[src/rtl/reg_file.sv]
// -----------------------------------------------------------------------------
// reg_file
//   General-purpose register file for the processor datapath. It has one
//   synchronous write port and two independent combinational read ports.
//   Every register, including index 0, can be read and written; none is
//   hardwired to zero.
//
// Parameters
//   WORD_SIZE    width of each register and of every data port
//   INDEX_WIDTH  width of the index ports; the file holds 2**INDEX_WIDTH registers
//
// Ports
//   clk       in   system clock; all state changes on the rising edge
//   reset     in   synchronous, active-low; clears every register to 0
//   wrtEn     in   write enable
//   wrtRegno  in   index of the register to write
//   dataIn    in   write data
//   regno1    in   read port 1 index
//   regno2    in   read port 2 index
//   dataOut1  out  contents of register regno1 (combinational)
//   dataOut2  out  contents of register regno2 (combinational)
//
// Configuration
//   REGFILE_WRITE_BYPASS_EN  when defined, a read port whose index matches an
//   active write (wrtEn high, reset high) shows dataIn in the same cycle,
//   before the edge. When undefined, the read ports show stored contents only.
// -----------------------------------------------------------------------------
module reg_file #(
    parameter int WORD_SIZE   = 32,
    parameter int INDEX_WIDTH = 4
) (
    input  logic                   clk,
    input  logic                   reset,
    input  logic                   wrtEn,
    input  logic [INDEX_WIDTH-1:0] wrtRegno,
    input  logic [WORD_SIZE-1:0]   dataIn,
    input  logic [INDEX_WIDTH-1:0] regno1,
    input  logic [INDEX_WIDTH-1:0] regno2,
    output logic [WORD_SIZE-1:0]   dataOut1,
    output logic [WORD_SIZE-1:0]   dataOut2
);

    localparam int NUM_REGS = 2 ** INDEX_WIDTH;

    logic [WORD_SIZE-1:0] regs_q [NUM_REGS];
    logic [WORD_SIZE-1:0] regs_d [NUM_REGS];

    // Next-state contents: hold everything, then overlay the enabled write.
    always_comb begin
        // NOTE: the whole array is assigned its held value before the
        // conditional write. Every path then assigns every element, so the
        // block stays purely combinational and no latch is inferred.
        regs_d = regs_q;
        if (wrtEn) begin
            regs_d[wrtRegno] = dataIn;
        end
    end

    // Reset has priority over a write in the same cycle.
    always_ff @(posedge clk) begin
        if (!reset) begin
            // NOTE: this storage is deliberately reset. Each register is a
            // flop with a synchronous clear, not a RAM macro, so the reset
            // costs no extra ports and it guarantees that the reads are
            // never X after the first reset edge.
            for (int i = 0; i < NUM_REGS; i++) begin
                // NOTE: sequential state always uses non-blocking
                // assignments. Then every flop samples pre-edge values,
                // whatever order the simulator evaluates the blocks in.
                regs_q[i] <= '0;
            end
        end else begin
            regs_q <= regs_d;
        end
    end

`ifdef REGFILE_WRITE_BYPASS_EN
    // Forward the in-flight write data to any read port that addresses the
    // register being written this cycle.
    logic wr_active;
    assign wr_active = wrtEn && reset;

    always_comb begin
        dataOut1 = (wr_active && (regno1 == wrtRegno)) ? dataIn : regs_q[regno1];
        dataOut2 = (wr_active && (regno2 == wrtRegno)) ? dataIn : regs_q[regno2];
    end
`else
    always_comb begin
        dataOut1 = regs_q[regno1];
        dataOut2 = regs_q[regno2];
    end
`endif

endmodule

[config.mk]
export PLATFORM = sky130hd
export DESIGN_NAME = reg_file
export DESIGN_NICKNAME = d
export VERILOG_FILES = /design/src/rtl/reg_file.sv
export SDC_FILE = /design/constraint.sdc
export NUM_CORES = 1
export LEC_CHECK = 0
export BUFFER_PORTS_ARGS = -buffer_cell sky130_fd_sc_hd__buf_4
export CAP_MARGIN = 10
export CORE_MARGIN = 1.5
export CORE_UTILIZATION = 50
export DETAILED_ROUTE_END_ITERATION = 8
export GPL_TIMING_DRIVEN = 1
export PLACE_DENSITY_LB_ADDON = 0.12
export SYNTH_ARGS = -nofsm -noshare
export SYNTH_HDL_FRONTEND = slang
export SYNTH_SLANG_ARGS = --single-unit
export TNS_END_PERCENT = 10
[constraint.sdc]
create_clock -name clk -period 2.1 [get_ports clk]
set_input_delay 0.315 -clock clk [delete_from_list [all_inputs] [get_ports clk]]
set_output_delay 0.315 -clock clk [all_outputs]
set_load 0.02 [all_outputs]
==> results of run 1 <==
per-layer routing:
metal / share of wire / wire length [um]
met5: 0 / 0
met1: 0.39 / 42700
met2: 0.46 / 50400
met3: 0.11 / 11900
met4: 0.042 / 4570
timing repair:
action | CTS | global route
gates resized for setup | 163 | 63
setup endpoints to repair | 64 | 64
pin swaps | 94 | 33
kinds of logic (layout without fill, tap and decap cells):
| logic type | Yosys count | count (layout) | synth area share |
|---|---|---|---|
| and+or+nand+nor | 608 | 608 | 0.106 |
| buffers and inverters | 431 | 390 | 0.0701 |
| muxes | 256 | 256 | 0.203 |
| AOI/OAI and AO/OA | 1152 | 1152 | 0.260 |
| DFF | 512 | 512 | 0.361 |
| other | 0 | 13 | 0 |
power by group through the flow:
| stage | clock network [mW] | logic [mW] | registers [mW] |
|---|---|---|---|
| floorplan | 0 | 1.59 | 10.1 |
| global placement | 0 | 2.77 | 10.1 |
| detailed placement | 0 | 2.80 | 10.1 |
| CTS | 11.7 | 2.85 | 9.92 |
| global route | 12.1 | 3.03 | 9.93 |
| finish | 11.7 | 2.95 | 9.93 |
area by class of cell:
class | count | area share
Clock buffer | 65 | 0.0452
Sequential cell | 512 | 0.305
Antenna cell | 13 | 0.000963
Timing Repair Buffer | 284 | 0.103
Clock inverter | 41 | 0.0191
Multi-Input combinational cell | 2016 | 0.499
Tap cell | 756 | 0.0280
how the worst min path moves through the flow:
| stage | startpoint | end | depth (start not counted) |
|---|---|---|---|
| floorplan | regs_q[46] | regs_q[46] | 2 |
| global placement | regs_q[446] | regs_q[446] | 2 |
| detailed placement | regs_q[244] | regs_q[244] | 2 |
| CTS | dataIn[8] | regs_q[456] | 3 |
| global route | dataIn[30] | regs_q[30] | 3 |
| finish | dataIn[21] | regs_q[149] | 3 |
cells in the final DEF (no fill, tap or decap), types with 7 or more instances in the layout:
| cell type | n |
|---|---|
| a21boi_0 | 429 |
| a22oi_1 | 33 |
| clkinv_2 | 13 |
| dfxtp_1 | 463 |
| mux4_2 | 256 |
| clkbuf_8 | 8 |
| clkbuf_16 | 57 |
| nand2_1 | 32 |
| buf_4 | 143 |
| buf_12 | 88 |
| a21boi_1 | 83 |
| diode_2 | 13 |
| clkinvlp_4 | 7 |
| a22oi_2 | 95 |
| dfxtp_2 | 49 |
| nand2_2 | 31 |
| bufinv_16 | 16 |
| nand3_1 | 512 |
| o21ai_0 | 512 |
| buf_6 | 48 |
stage by stage:
stage               cells   util  setup TNS (ns)  worst slack, ns  hold WS, ns
floorplan            2959      -               0            0.222        0.459
global placement     3569  0.547           -4.65           -0.193        0.465
detailed placement   3569  0.547           -5.42           -0.199        0.479
CTS                  3674  0.596           -8.80           -0.233       0.0160
global route         3687  0.600          -10.48           -0.285       0.0425
finish               3687  0.600           -8.01           -0.252       0.0359
critical path: cells and delay by family, from the launching register on:
kind	cells	cell delay, ns
flops	1	0.32
mux	1	0.49
simple gates	1	0.13
buf+inv	1	0.16
compound gates	1	0.31
==> metrics.txt, run 1 <==
port bufs=110; RSZ-0062 raised after global routing=yes; DRC=0; count leader, synth=nand3_1; met3 GRT Util=0.0783; max cap viols=0; combinational cell fraction of total power=0.120; Worst Tran Pin Value=0.637 ns; final wirelength=approximately 110000 um; placer congestion estimate=~0.85; final setup vio count=64; vias in the first global route=around 26000; Mean Syn Cell Area=between 9 and 10 um2; Crit-path slowest cell=mux4_2; final setup margin=-0.252 ns; Biggest register=regs_q; Die Y-Extent=between 200 and 250 um; kind of critical path=flop to output port; Max Freq=roughly 430 MHz; Clk pin slew, worst setup/hold paths=roughly 0.070 ns; chip width=241 um; Reg2Reg Setup Slack=around 1.3 ns; Post-synth top cells=514 x nand3_1, 512 x dfxtp_1, 512 x o21ai_0; Yosys cell types=24; initial DRC count=between 3000 and 4000; run status=finished with violations; Avg Vias per Cell=7.16; share of cells above drive strength 1=0.291; final hold viol count=0; ys flop type=dfxtp_1; Site Rows=87; CTS Hold Bufs=0; post-synthesis sequential area ratio=0.361; CP Max Fanout=3; CTS tree=done; DP Area=~31000 um2; Largest register FFs=between 500 and 600; cell taking the most area after synthesis=dfxtp_1; Switch Pwr=between 6 and 7 mW; cell internal pwr=approximately 18 mW; top-level I/O count=roughly 110; Max-Slew Margin vs Limit=0.576; Synth Instances=2959; layout overhead on the synthesized area=19.0%; first drt pass iteration count=5; post-synthesis register bit count=slightly above 500; Worst Reg-to-Reg Cells=2; largest registers=regs_q x512; initial antenna violation count=13; GR peak layer=met2; CTS Buf Count=56; RR Startpoint=regs_q[40]; post-CTS setup buffer count=0; CP max stage delay=about 0.5 ns; Synth async-reset ratio=0; Req. time, crit path=1.78 ns; Hold Path Class=input pin to flop; worst-path cell chain=mux4_2, a22oi_2, nand2_1, buf_6; Clock Sinks=512; Warnings, synthesis=0; end of the critical path=dataOut1[2]; htree depth=2; Pwr Density=roughly 730 nW/um2; Multi-input gate area=between 15000 and 20000 um2; root cell of the clock tree=clkbuf_16; met1 GRT Util=0.506; Seq. cell area=between 10000 and 15000 um2; total number of vias=26400; largest net degree at the start of global routing=between 80 and 90; gr usage total=0.378; CTS Buffer Depth=3; worst clock skew=0 ns; starting density of the core=0.504; failing checks=negative setup slack; switching share of power=0.264; Final min period=2.35 ns; Crit. End Element=output port; dominant cells by area after synthesis=dfxtp_1 36%, mux4_2 20%, a21boi_0 11%; Arr. time, crit path=2.04 ns; CP startpoint kind=flop; Sequential Power Share=0.404; syn_nets=between 3000 and 4000; Critical path origin=regs_q[386]; core area=56300 um2; maximum vdd drop=between 0.6 and 0.7 mV; Final ANT Viol Nets=0; DR WL/cell=between 20 and 30 um; # fillers=4635; total power=between 20 and 25 mW; period utilization=1.12; first-pass GRT wire length=between 150000 and 200000 um; post-layout instance area=33800 um2; Max Slew Vio Count=0; Clk pwr share=0.476; Mapped Area=28400 um2; RR Endpoint=regs_q[40]; top-area cell type share of the netlist area=0.361; Global Route met2 Usage=0.583; Leakage=10.9 nW; Final #Nets=2917; Final HPWL DP=62300 um; Skew-Pair Late Insertion Delay=0.62 ns; die area=just under 60000 um2; gr ovfl total=0; Post-synth EDFFs=0
Power figures use the tool's default switching activity.
==> inputs of run 2 (changes only) <==
- CORE_ASPECT_RATIO: not set -> 1.5
- CORE_MARGIN: 1.5 -> not set
==> metrics.txt, run 2 (synthesized netlist as in run 1, its figures left out) <==
Post-Route Setup TNS=-5.84 ns; final hold viol count=0; cell internal pwr=about 17 mW; combinational cell fraction of total power=0.129; core area=around 56000 um2; Skew-Pair Late Insertion Delay=about 0.6 ns; Sequential Power Share=0.437; Final ANT Viol Nets=0; CTS Buffer Depth=3; CP startpoint kind=flop; failing checks=negative setup slack; CTS Buf Count=52; vias in the first global route=around 27000; layout overhead on the synthesized area=17.3%; CTS Hold Bufs=0; top-level I/O count=about 110; Biggest register=regs_q; switching share of power=0.270; first-pass GRT wire length=between 150000 and 200000 um; Arr. time, crit path=1.95 ns; CTS tree=done; commonest non-fill, non-tap cells in the layout=512 x nand3_1, 512 x o21ai_0, 444 x dfxtp_1, 429 x a21boi_0, 256 x mux4_2; starting density of the core=0.507; Pwr Density=between 600 and 700 nW/um2; chip width=about 200 um; Clock Sinks=between 500 and 600; DRC=0; Req. time, crit path=1.78 ns; total number of vias=~26000; Hold Path Origin=dataIn[5]; worst-path cell chain=mux4_2, a22oi_2, nand2_2, buf_6; Final HPWL DP=between 60000 and 70000 um; share of cells above drive strength 1=0.297; kind of critical path=flop to output port; Final min period=around 2.3 ns; largest registers=regs_q x512; run status=finished with violations; RSZ-0062 raised after global routing=yes; dpl ws=-0.160 ns; port bufs=110; initial DRC count=between 3000 and 4000; post-CTS setup buffer count=0; largest net degree at the start of global routing=93; final wirelength=approximately 110000 um; Hold Path Class=input pin to flop; final core occ=0.595; DR WL/cell=30.4 um; Worst Reg-to-Reg Cells=2; Die Y-Extent=294 um; Crit-path slowest cell=mux4_2; Max Freq=approximately 440 MHz; htree depth=2; initial antenna violation count=12; worst clock skew=0 ns; first drt pass iteration count=6; final setup vio count=64; Hold Crit Depth=3; Clk pwr share=0.434; Largest register FFs=about 500; max cap viols=0; Max-Slew Margin vs Limit=0.566; Avg Vias per Cell=a little over 7; Site Rows=between 100 and 150; die area=around 58000 um2; period utilization=1.08; CP Max Fanout=3; Final #Nets=between 2000 and 3000; Leakage=around 11 nW; Worst Tran Pin Value=~0.65 ns; Max Slew Vio Count=0; Critical path origin=regs_q[143]; root cell of the clock tree=clkbuf_16; placer congestion estimate=0.844; maximum vdd drop=0.650 mV; final setup margin=-0.165 ns; Clk pin slew, worst setup/hold paths=0.06 ns; CP max stage delay=~0.48 ns; Crit. End Element=output port; gr usage total=0.385; RR Startpoint=regs_q[205]; Switch Pwr=6.14 mW; gr ovfl total=0
run 2: cell count changes in the layout (fill, tap and decap cells not counted), sizes merged:
cell	previous run	this run
bufinv	16	3
clkinv	14	7
clkbuf	66	83
diode	13	11
inv	4	2
buf	283	265
clkinvlp	7	1
run 2: power by group through the flow:
stage	combinational [mW]	sequential [mW]	clock, mW
after global routing	3.01	9.93	10.3
after detailed placement	2.76	10.1	0
after CTS	2.83	9.92	9.92
after floorplan	1.59	10.1	0
after global placement	2.73	10.1	0
final	2.93	9.93	9.86
run 2: routing by layer:
metal  share of wire  global-route usage  up-vias  wire length, um
li1                -                   -    10900                -
met1            0.36               0.476    13200            40600
met2            0.48               0.627     1803            53100
met3            0.10              0.0763      392            11500
met4           0.054               0.220        0             5960
met5               0                   0        -                0
run 2: stage by stage:
stage / power [mW] / hold slack, ns / std cells / area [um2]
3_5_place_dp: 12.9 / 0.476 / 3550 / 30500
3_3_place_gp: 12.9 / 0.466 / 3550 / 30500
6_report: 22.7 / 0.0385 / 3656 / 33300
4_1_cts: 22.7 / 0.0250 / 3645 / 33000
2_1_floorplan: 11.7 / 0.459 / 2959 / 28400
5_1_grt: 23.2 / 0.0521 / 3656 / 33300
run 2: path summary, 6_finish.rpt:
path	to	slack, ns
worst max-delay path	dataOut1[15]	-0.17
worst min-delay path	regs_q[421]	0.04
worst max register to register	regs_q[205]	1.33
worst min register to register	regs_q[341]	0.48
run 2: critical path: cells and delay by family (launching register included):
kind                   cells  cell delay, ns
muxes                      1            0.48
buffers and inverters      1            0.17
AOI/OAI and AO/OA          1            0.21
DFF                        1            0.32
and+or+nand+nor            1            0.17
run 2: cell type report:
class | count | area [um2]
Antenna cell | 11 | 27.5
Multi-Input combinational cell | 2016 | 16900
Timing Repair Buffer | 266 | 3260
Clock buffer | 82 | 1650
Sequential cell | 512 | 10300
Fill cell | 4726 | 22700
Clock inverter | 13 | 150
Tap cell | 756 | 946
run 2: timing repair:
action,in CTS,in global routing
pin swaps,115,40
hold endpoints to repair,0,0
setup endpoints to repair,64,64
gates resized for setup,212,71
cloned,0,0
